==> src/rtl/cpu_types_pkg.sv <==
// cpu_types_pkg: access-size and FSM types plus big-endian lane mapping shared by subword_mem.
package cpu_types_pkg;
  typedef enum logic [1:0] {WORD = 2'b00, HALF = 2'b01, BYTE = 2'b10} memsize_t;
  typedef enum logic [1:0] {IDLE, RD, WR, DONE} memstate_t;
  localparam logic [31:0] BYTE_LANE = 32'h0000_00ff;
  localparam logic [31:0] HALF_LANE = 32'h0000_ffff;
  localparam logic [31:0] WORD_LANE = 32'hffff_ffff;
  // Lower byte offsets occupy the more significant bits of the word.
  function automatic logic [4:0] lane_shift(memsize_t size, logic [1:0] off);
    return size == BYTE ? {~off, 3'b000} : size == HALF ? {~off[1], 4'b0000} : 5'd0;
  endfunction
  function automatic logic [31:0] lane_mask(memsize_t size);
    return size == BYTE ? BYTE_LANE : size == HALF ? HALF_LANE : WORD_LANE;
  endfunction
endpackage

==> src/rtl/lane_merge.sv <==
// lane_merge: store-lane merge and load-lane extraction.
// SUBWORD_LOAD_EN enables sized/extended loads; otherwise loads pass the cache word through.
module lane_merge
  import cpu_types_pkg::*;
(
  input  memsize_t    size_i,
  input  logic [1:0]  off_i,
  input  logic        unsigned_i,
  input  logic [31:0] rdata_i,
  input  logic [31:0] store_i,
  input  logic [31:0] load_i,
  output logic [31:0] merged_o,
  output logic [31:0] extracted_o
);
  logic [4:0]  sh;
  logic [31:0] mask;
  always_comb begin
    sh = lane_shift(size_i, off_i);
    mask = lane_mask(size_i);
    merged_o = (rdata_i & ~(mask << sh)) | ((store_i & mask) << sh);
  end
`ifdef SUBWORD_LOAD_EN
  logic [31:0] lane;
  logic        sign;
  always_comb begin
    lane = (load_i >> sh) & mask;
    sign = ~unsigned_i & (size_i == BYTE ? lane[7] : size_i == HALF ? lane[15] : 1'b0);
    extracted_o = lane | (sign ? ~mask : 32'd0);
  end
`else
  logic unused_uns;
  assign unused_uns = unsigned_i;
  assign extracted_o = load_i;
`endif
endmodule

==> src/rtl/subword_mem.sv <==
// subword_mem: byte/half/word access adapter in front of a word-wide data cache.
// Define SUBWORD_LOAD_EN for sized, extended loads with misalignment checks on loads.
module subword_mem
  import cpu_types_pkg::*;
#(
  parameter bit FULL_WORD_BYPASS = 1'b1
) (
  input  logic        CLK,
  input  logic        nRST,
  input  logic        req_ren,
  input  logic        req_wen,
  input  memsize_t    req_size,
  input  logic        req_unsigned,
  input  logic [31:0] req_addr,
  input  logic [31:0] req_store,
  output logic        resp_ready,
  output logic [31:0] resp_load,
  output logic        misalign,
  output logic        dmemREN,
  output logic        dmemWEN,
  output logic [31:0] dmemaddr,
  output logic [31:0] dmemstore,
  input  logic [31:0] dmemload,
  input  logic        dhit
);
  memstate_t   state_q, state_d;
  memsize_t    size_q;
  logic [31:0] addr_q, store_q, rdata_q, load_q, merged, extracted;
  logic        uns_q, wen_q, mis_q, accept, misaligned, mis_req;

  assign accept = state_q == IDLE && (req_wen || req_ren);
  assign misaligned = (req_size == HALF && req_addr[0]) || (req_size == WORD && req_addr[1:0] != 2'b00);
`ifdef SUBWORD_LOAD_EN
  assign mis_req = misaligned;
`else
  assign mis_req = misaligned && req_wen;
`endif

  always_ff @(posedge CLK or negedge nRST)
    if (!nRST) state_q <= IDLE;
    else state_q <= state_d;

  always_comb begin
    state_d = state_q;
    case (state_q)
      IDLE: if (accept) state_d = mis_req ? DONE : (req_wen && req_size == WORD && FULL_WORD_BYPASS) ? WR : RD;
      RD: if (dhit) state_d = wen_q ? WR : DONE;
      WR: if (dhit) state_d = DONE;
      default: state_d = IDLE;
    endcase
  end

  always_comb begin
    dmemREN = state_q == RD;
    dmemWEN = state_q == WR;
    resp_ready = state_q == DONE;
    misalign = resp_ready && mis_q;
    resp_load = load_q;
    dmemaddr = {addr_q[31:2], 2'b00};
    dmemstore = merged;
  end

  always_ff @(posedge CLK or negedge nRST)
    if (!nRST) begin
      addr_q <= '0;
      size_q <= WORD;
      uns_q <= 1'b0;
      store_q <= '0;
      wen_q <= 1'b0;
      mis_q <= 1'b0;
      rdata_q <= '0;
      load_q <= '0;
    end else if (accept) begin
      addr_q <= req_addr;
      size_q <= req_size;
      uns_q <= req_unsigned;
      store_q <= req_store;
      wen_q <= req_wen;
      mis_q <= mis_req;
      if (mis_req) load_q <= '0;
    end else if (state_q == RD && dhit) begin
      rdata_q <= dmemload;
      if (!wen_q) load_q <= extracted;
    end

  lane_merge u_lane (
    .size_i(size_q),
    .off_i(addr_q[1:0]),
    .unsigned_i(uns_q),
    .rdata_i(rdata_q),
    .store_i(store_q),
    .load_i(dmemload),
    .merged_o(merged),
    .extracted_o(extracted)
  );
endmodule

==> config.mk <==
export PLATFORM = sky130hd
export DESIGN_NAME = subword_mem
export DESIGN_NICKNAME = d
export VERILOG_FILES = /design/src/rtl/cpu_types_pkg.sv /design/src/rtl/lane_merge.sv /design/src/rtl/subword_mem.sv
export SDC_FILE = /design/constraint.sdc
export NUM_CORES = 1
export LEC_CHECK = 0
export CAP_MARGIN = 20
export CORE_MARGIN = 5
export CORE_UTILIZATION = 47
export DETAILED_ROUTE_END_ITERATION = 7
export HOLD_SLACK_MARGIN = 0.05
export PLACE_DENSITY = 0.82
export SYNTH_ARGS = -nofsm -noshare
export SYNTH_HDL_FRONTEND = slang
export SYNTH_SLANG_ARGS = --single-unit
==> constraint.sdc <==
create_clock -name CLK -period 2.13 [get_ports CLK]
set_input_delay 0.426 -clock CLK [delete_from_list [all_inputs] [get_ports CLK]]
set_output_delay 0.426 -clock CLK [all_outputs]
set_load 0.05 [all_outputs]
### After elaboration in Yosys (flattened, before gate mapping)

Cells that the tools add are included.

| word-level totals | value |
|---|---|
| register bits after elaboration | 134 |
| bits in latches | 0 |
| bits in writable memories | 0 |
| memory bits (read-only) | 0 |
| input port bits | 104 |
| output and inout bits | 100 |
| word-level logic and storage cells | 59 |
| memories | 0 |

| operators by class | value |
|---|---|
| add/sub/neg operators | 0 |
| $mul | 0 |
| divide/modulo/power cells | 0 |
| magnitude comparators | 0 |
| equality and inequality tests | 11 |
| shift operators | 2 |
| mux-type cells | 15 |
| bitwise operators | 7 |
| reductions and logical operators | 16 |

Operators with widths:

| kind | number |
|---|---|
| 32-bit 2-to-1 mux | 6 |
| 32-bit AND | 2 |
| 32-bit by 5-bit left shift with 32-bit output | 2 |
| 32-bit inverter | 1 |
| 32-bit bitwise OR | 1 |
| 2-bit 2-to-1 mux | 5 |
| 5-bit 2-to-1 mux | 2 |
| 2-bit by 1-bit != test with 1-bit output, second input constant | 4 |
| 1-bit logical AND | 7 |
| 2-bit by 1-bit == test with 1-bit output, second input constant | 3 |
| 2-bit == test, second input constant | 3 |
| 2-bit case mux with 3 select lines | 1 |
| 3-bit AND reduction | 2 |
| 2-bit logical NOT | 2 |
| 2-bit nonzero test | 2 |
| 1-bit logical OR | 2 |
| 2-bit != test, second input constant | 1 |
| 1-bit inverter | 2 |
| 2-bit inverter | 1 |
| 2-bit AND reduction | 1 |
| 1-bit 2-to-1 mux | 1 |

### Logic depth before layout (Yosys ltp)

| logic depth | value |
|---|---|
| word-level depth | 7 |
| mapped depth | 8 |
| gate-level depth less buffers | 5 |

### Hierarchy

From an unflattened synthesis, not the netlist that was laid out.

| second synthesis, totals | value |
|---|---|
| cells, all modules | 578 |
| area, all modules | 7101.8 µm² |

Modules (own cells, without submodules):

| module | times used | cells an instance | area each (µm²) | seq. area each (µm²) |
|---|---|---|---|---|
| subword_mem | 1 | 423 | 5906.9 | 3378.2 |
| lane_merge | 1 | 155 | 1194.9 | 0.0 |

### Worst setup path before layout

No wires, ideal clock.

| path | value |
|---|---|
| path kind | register -> output |
| start point | reg size_q[0] |
| end point | out dmemstore[24] |
| data arrival time | 2.100 ns |
| slack | -0.396 ns |
| stages on the path, launching flop included | 7 |
| path buffers | 2 |
| cells stage by stage | dfrtp_1 ha_1 o21ba_2 clkbuf_1 nand2b_1 clkbuf_1 o221ai_1 |

| on the way | value |
|---|---|
| longest elaborated chain between the ends | 7 |
| elaborated cells on any way between the ends | 12 |

Ends and longest elaborated chain:

| element | line | RTL |
|---|---|---|
| from (decl) | subword_mem.sv:27 | `memsize_t size_q;` |
| from (signal assigned) | subword_mem.sv:75 | `size_q <= req_size;` |
| 2-bit by 1-bit == test with 1-bit output | cpu_types_pkg.sv:10, cpu_types_pkg.sv:13 |  |
| 32-bit 2-to-1 mux / 5-bit 2-to-1 mux (equally long branches) (2 in series) | cpu_types_pkg.sv:13, cpu_types_pkg.sv:10 |  |
| 32-bit by 5-bit left shift with 32-bit output | lane_merge.sv:20 | `merged_o = (rdata_i & ~(mask << sh)) \| ((store_i & mask) << sh);` |
| 32-bit inverter | lane_merge.sv:20 |  |
| 32-bit AND | lane_merge.sv:20 |  |
| 32-bit bitwise OR * | lane_merge.sv:20 |  |
| to (decl) | subword_mem.sv:22 | `output logic [31:0] dmemstore,` |

Every way passes the cells marked *; elsewhere a longest branch is shown, timed or not.

### Final worst setup path

| path | value |
|---|---|
| start point | reg size_q[1] |
| end point | out dmemstore[21] |

Same word-level chain as after synthesis.

==> results.yml <==
routing:
  via_count: 5029
  drc_errors: 0
  ant_nets: 0
  initialDrtViolationCount: 247
  dr.pass1.iters: 5
  wl_um: 19520
  wl_per_cell_um: 21.06
  via_per_inst: 5.425
setup_path:
  worstPathRequired_ps: 1700
  start_kind: "flip-flop"
  path_class: "flip-flop to output port"
  endpoint_kind: "output port"
  cp.arrival_ps: 2170
  crit_path_max_fanout: 8
  ff2ff_setup_slack_ps: 330
  reg2reg_depth: 7
place:
  io_buffers: 200
  place_ws_ps: -95.47
  place_area_sq_mm: 0.009123
  gp_congestion: 0.8973
  dpl.hpwl_um: 13660
sta:
  slew_headroom_pct: 63.04
  tightest_slew_ps: 552.7
  grt_setup_unrepaired: "yes"
  drv_slew: 0
  post-route-period-util_pct: 121.9
  layout_min_cycle_time_ps: 2596
  finClkSkew_ps: 5.892
  hold_viol: 0
  setup_violations: 32
  fin_ws_ps: -466.3
  clock.fmax_mhz: 385.2
floorplan:
  core_sq_mm: 0.01377
  io_pins: 204
  die_area_sq_mm: 0.01645
  die_y_um: 128.3
  rows: 43
  start_util_pct: 47.73
  die_width_um: 128.3
synth:
  syn-cell-area_sq_mm: 0.006574
  synth.distinct_cells: 42
  synth_top_area_share_pct: 51.01
  syn_avg_cell_area_sq_um: 12.04
  ys_seq_area_share_pct: 51.01
  ys_ff_latch: 134
  yosysTopAreaCell: "dfrtp_1"
  yosysWarnings: 0
  yosys-top-cells-area: "dfrtp_1, mux2_2, buf_4"
  postSynthCellCount: 546
final_layout:
  areaGrowthSynthToFinish_pct: 54.82
  final_util_pct: 73.89
  final_nets: 844
  insertedDiodeCount: 0
  final_area_sq_mm: 0.01018
  fillers: 848
  drive_gt1_share_pct: 35.61
  multi_input_area_sq_mm: 0.003114
  seq_area_sq_mm: 0.003354
clocking:
  clk_pin_slew_ps: 60
  numCtsBuffers: 17
  cts_tree: "built"
  clock_latency_ps: 420
  cts-root-buf: "clkbuf_16"
  cts_max_level: 4
  numClockSinks: 134
  cts_buffer_depth: 2
grt:
  grt_pass1_wl_um: 29620
  busiest_layer: "met2"
  grt_pass1_vias: 5408
  grt_max_degree: 51
  grt_use_met1_pct: 29.15
  grt.met3_usage_pct: 6.083
  grt_overflow_total: 0
  grt_antenna_before_repair: 0
  grtUsageTotal_pct: 23.21
  met2_usage_pct: 38.52
min_path:
  min-delay-path-class: "flip-flop to flip-flop"
  holdPathStages: 1
status:
  outcome: "finished with violations"
  violations: "setup timing"
job:
  maxCapViolCount: 0
==> layout make-up <==
class | count | area share, %
clock buffer | 19 | 4.352
multi-input combinational | 294 | 30.60
inverter | 47 | 1.733
clock inverter | 13 | 1.438
timing repair buffer | 240 | 26.70
sequential | 134 | 32.96
tap | 180 | 2.213
==> timing repair <==
item / CTS / global route
buffers inserted: 1 / 2
endpoints found under the hold margin: 48 / 0
cloned: 2 / 0
endpoints found under the setup margin: 32 / 32
hold buffers: 1 / 0
pin swaps: 15 / 4
gates resized for setup: 62 / 20
==> kinds of logic (layout without fill, tap and decap cells) <==
group,count (synthesis),count (layout),share of synthesized area (%)
compound gates,89,89,11.19
fa+ha+maj,6,6,1.142
buf+inv,120,319,9.992
flops,134,134,51.01
mux,113,114,19.38
other cells,1,2,0.05704
simple gates,83,83,7.233
==> synth_stat cells, drive strengths merged <==
cell	n
dfrtp	134
mux2	104
buf	59
inv	47
nand3	32
o31ai	32
clkbuf	14
o21ai	11
nor2b	10
o2bb2ai	10
and3b	9
mux2i	9
nor2	9
a311o	8
nor3b	8
o221a	8
o221ai	8
ha	6
nand2	6
nand2b	5
a21o	2
and2	2
o21ba	2
a2111oi	1
a211o	1
a211oi	1
a21oi	1
a22o	1
a41oi	1
and2b	1
and3	1
conb	1
o22a	1
o31a	1
==> state kept, by name, summed over array words and instances, names as in the netlist <==
name / count
resp_load: 32
addr_q: 32
state_q: 2
rdata_q: 32
wen_q: 1
mis_q: 1
store_q: 32
size_q: 2
==> layer usage <==
metal,vias to the layer above,wire [um]
met2,178,10010
met1,2533,7837
met5,-,0
met3,39,1110
met4,0,557
li1,2279,-
==> per-stage QoR <==
stage / hold WS (ps) / instances / TNS (ps)
after global routing: 518.8 / 927 / -14490
after floorplan: 130.4 / 547 / -1386
after detailed placement: 411.7 / 891 / -1104
after CTS: 499.0 / 926 / -12320
final: 498.4 / 927 / -12470
after global placement: 400.5 / 891 / -404.4
==> worst paths after layout <==
kind | start | to
max in group asynchronous | nRST | rdata_q[7]
min in group asynchronous | nRST | addr_q[16]
hold / removal | rdata_q[27] | rdata_q[27]
setup reg to reg | state_q[0] | resp_load[4]
setup / recovery | size_q[1] | dmemstore[21]
hold reg to reg | rdata_q[27] | rdata_q[27]
==> worst max-delay path, stage by stage (launching register included) <==
cell	delay, ps
dfrtp_2	440
ha_4	210
nor2b_4	150
buf_6	150
o221a_2	280
a311o_2	360
buf_12	160
==> layout by cell type (no fill, tap or decap), types with 5 or more instances in the layout <==
cell and n:
a311o_2 8, and3b_1 9, buf_12 35, buf_4 29, buf_6 6, buf_8 6, clkbuf_16 17, clkdlybuf4s50_1 163
dfrtp_1 133, inv_1 44, mux2_2 92, mux2_4 8, mux2i_4 10, nand2_1 5, nand3_1 32, nor2_1 9
nor2b_1 8, nor3b_1 7, o21ai_0 6, o221a_2 5, o221ai_4 8, o2bb2ai_4 7, o31ai_1 32
Power is not shown: default switching activity piles up to over one toggle a cycle in this logic, so the estimate is an artifact.
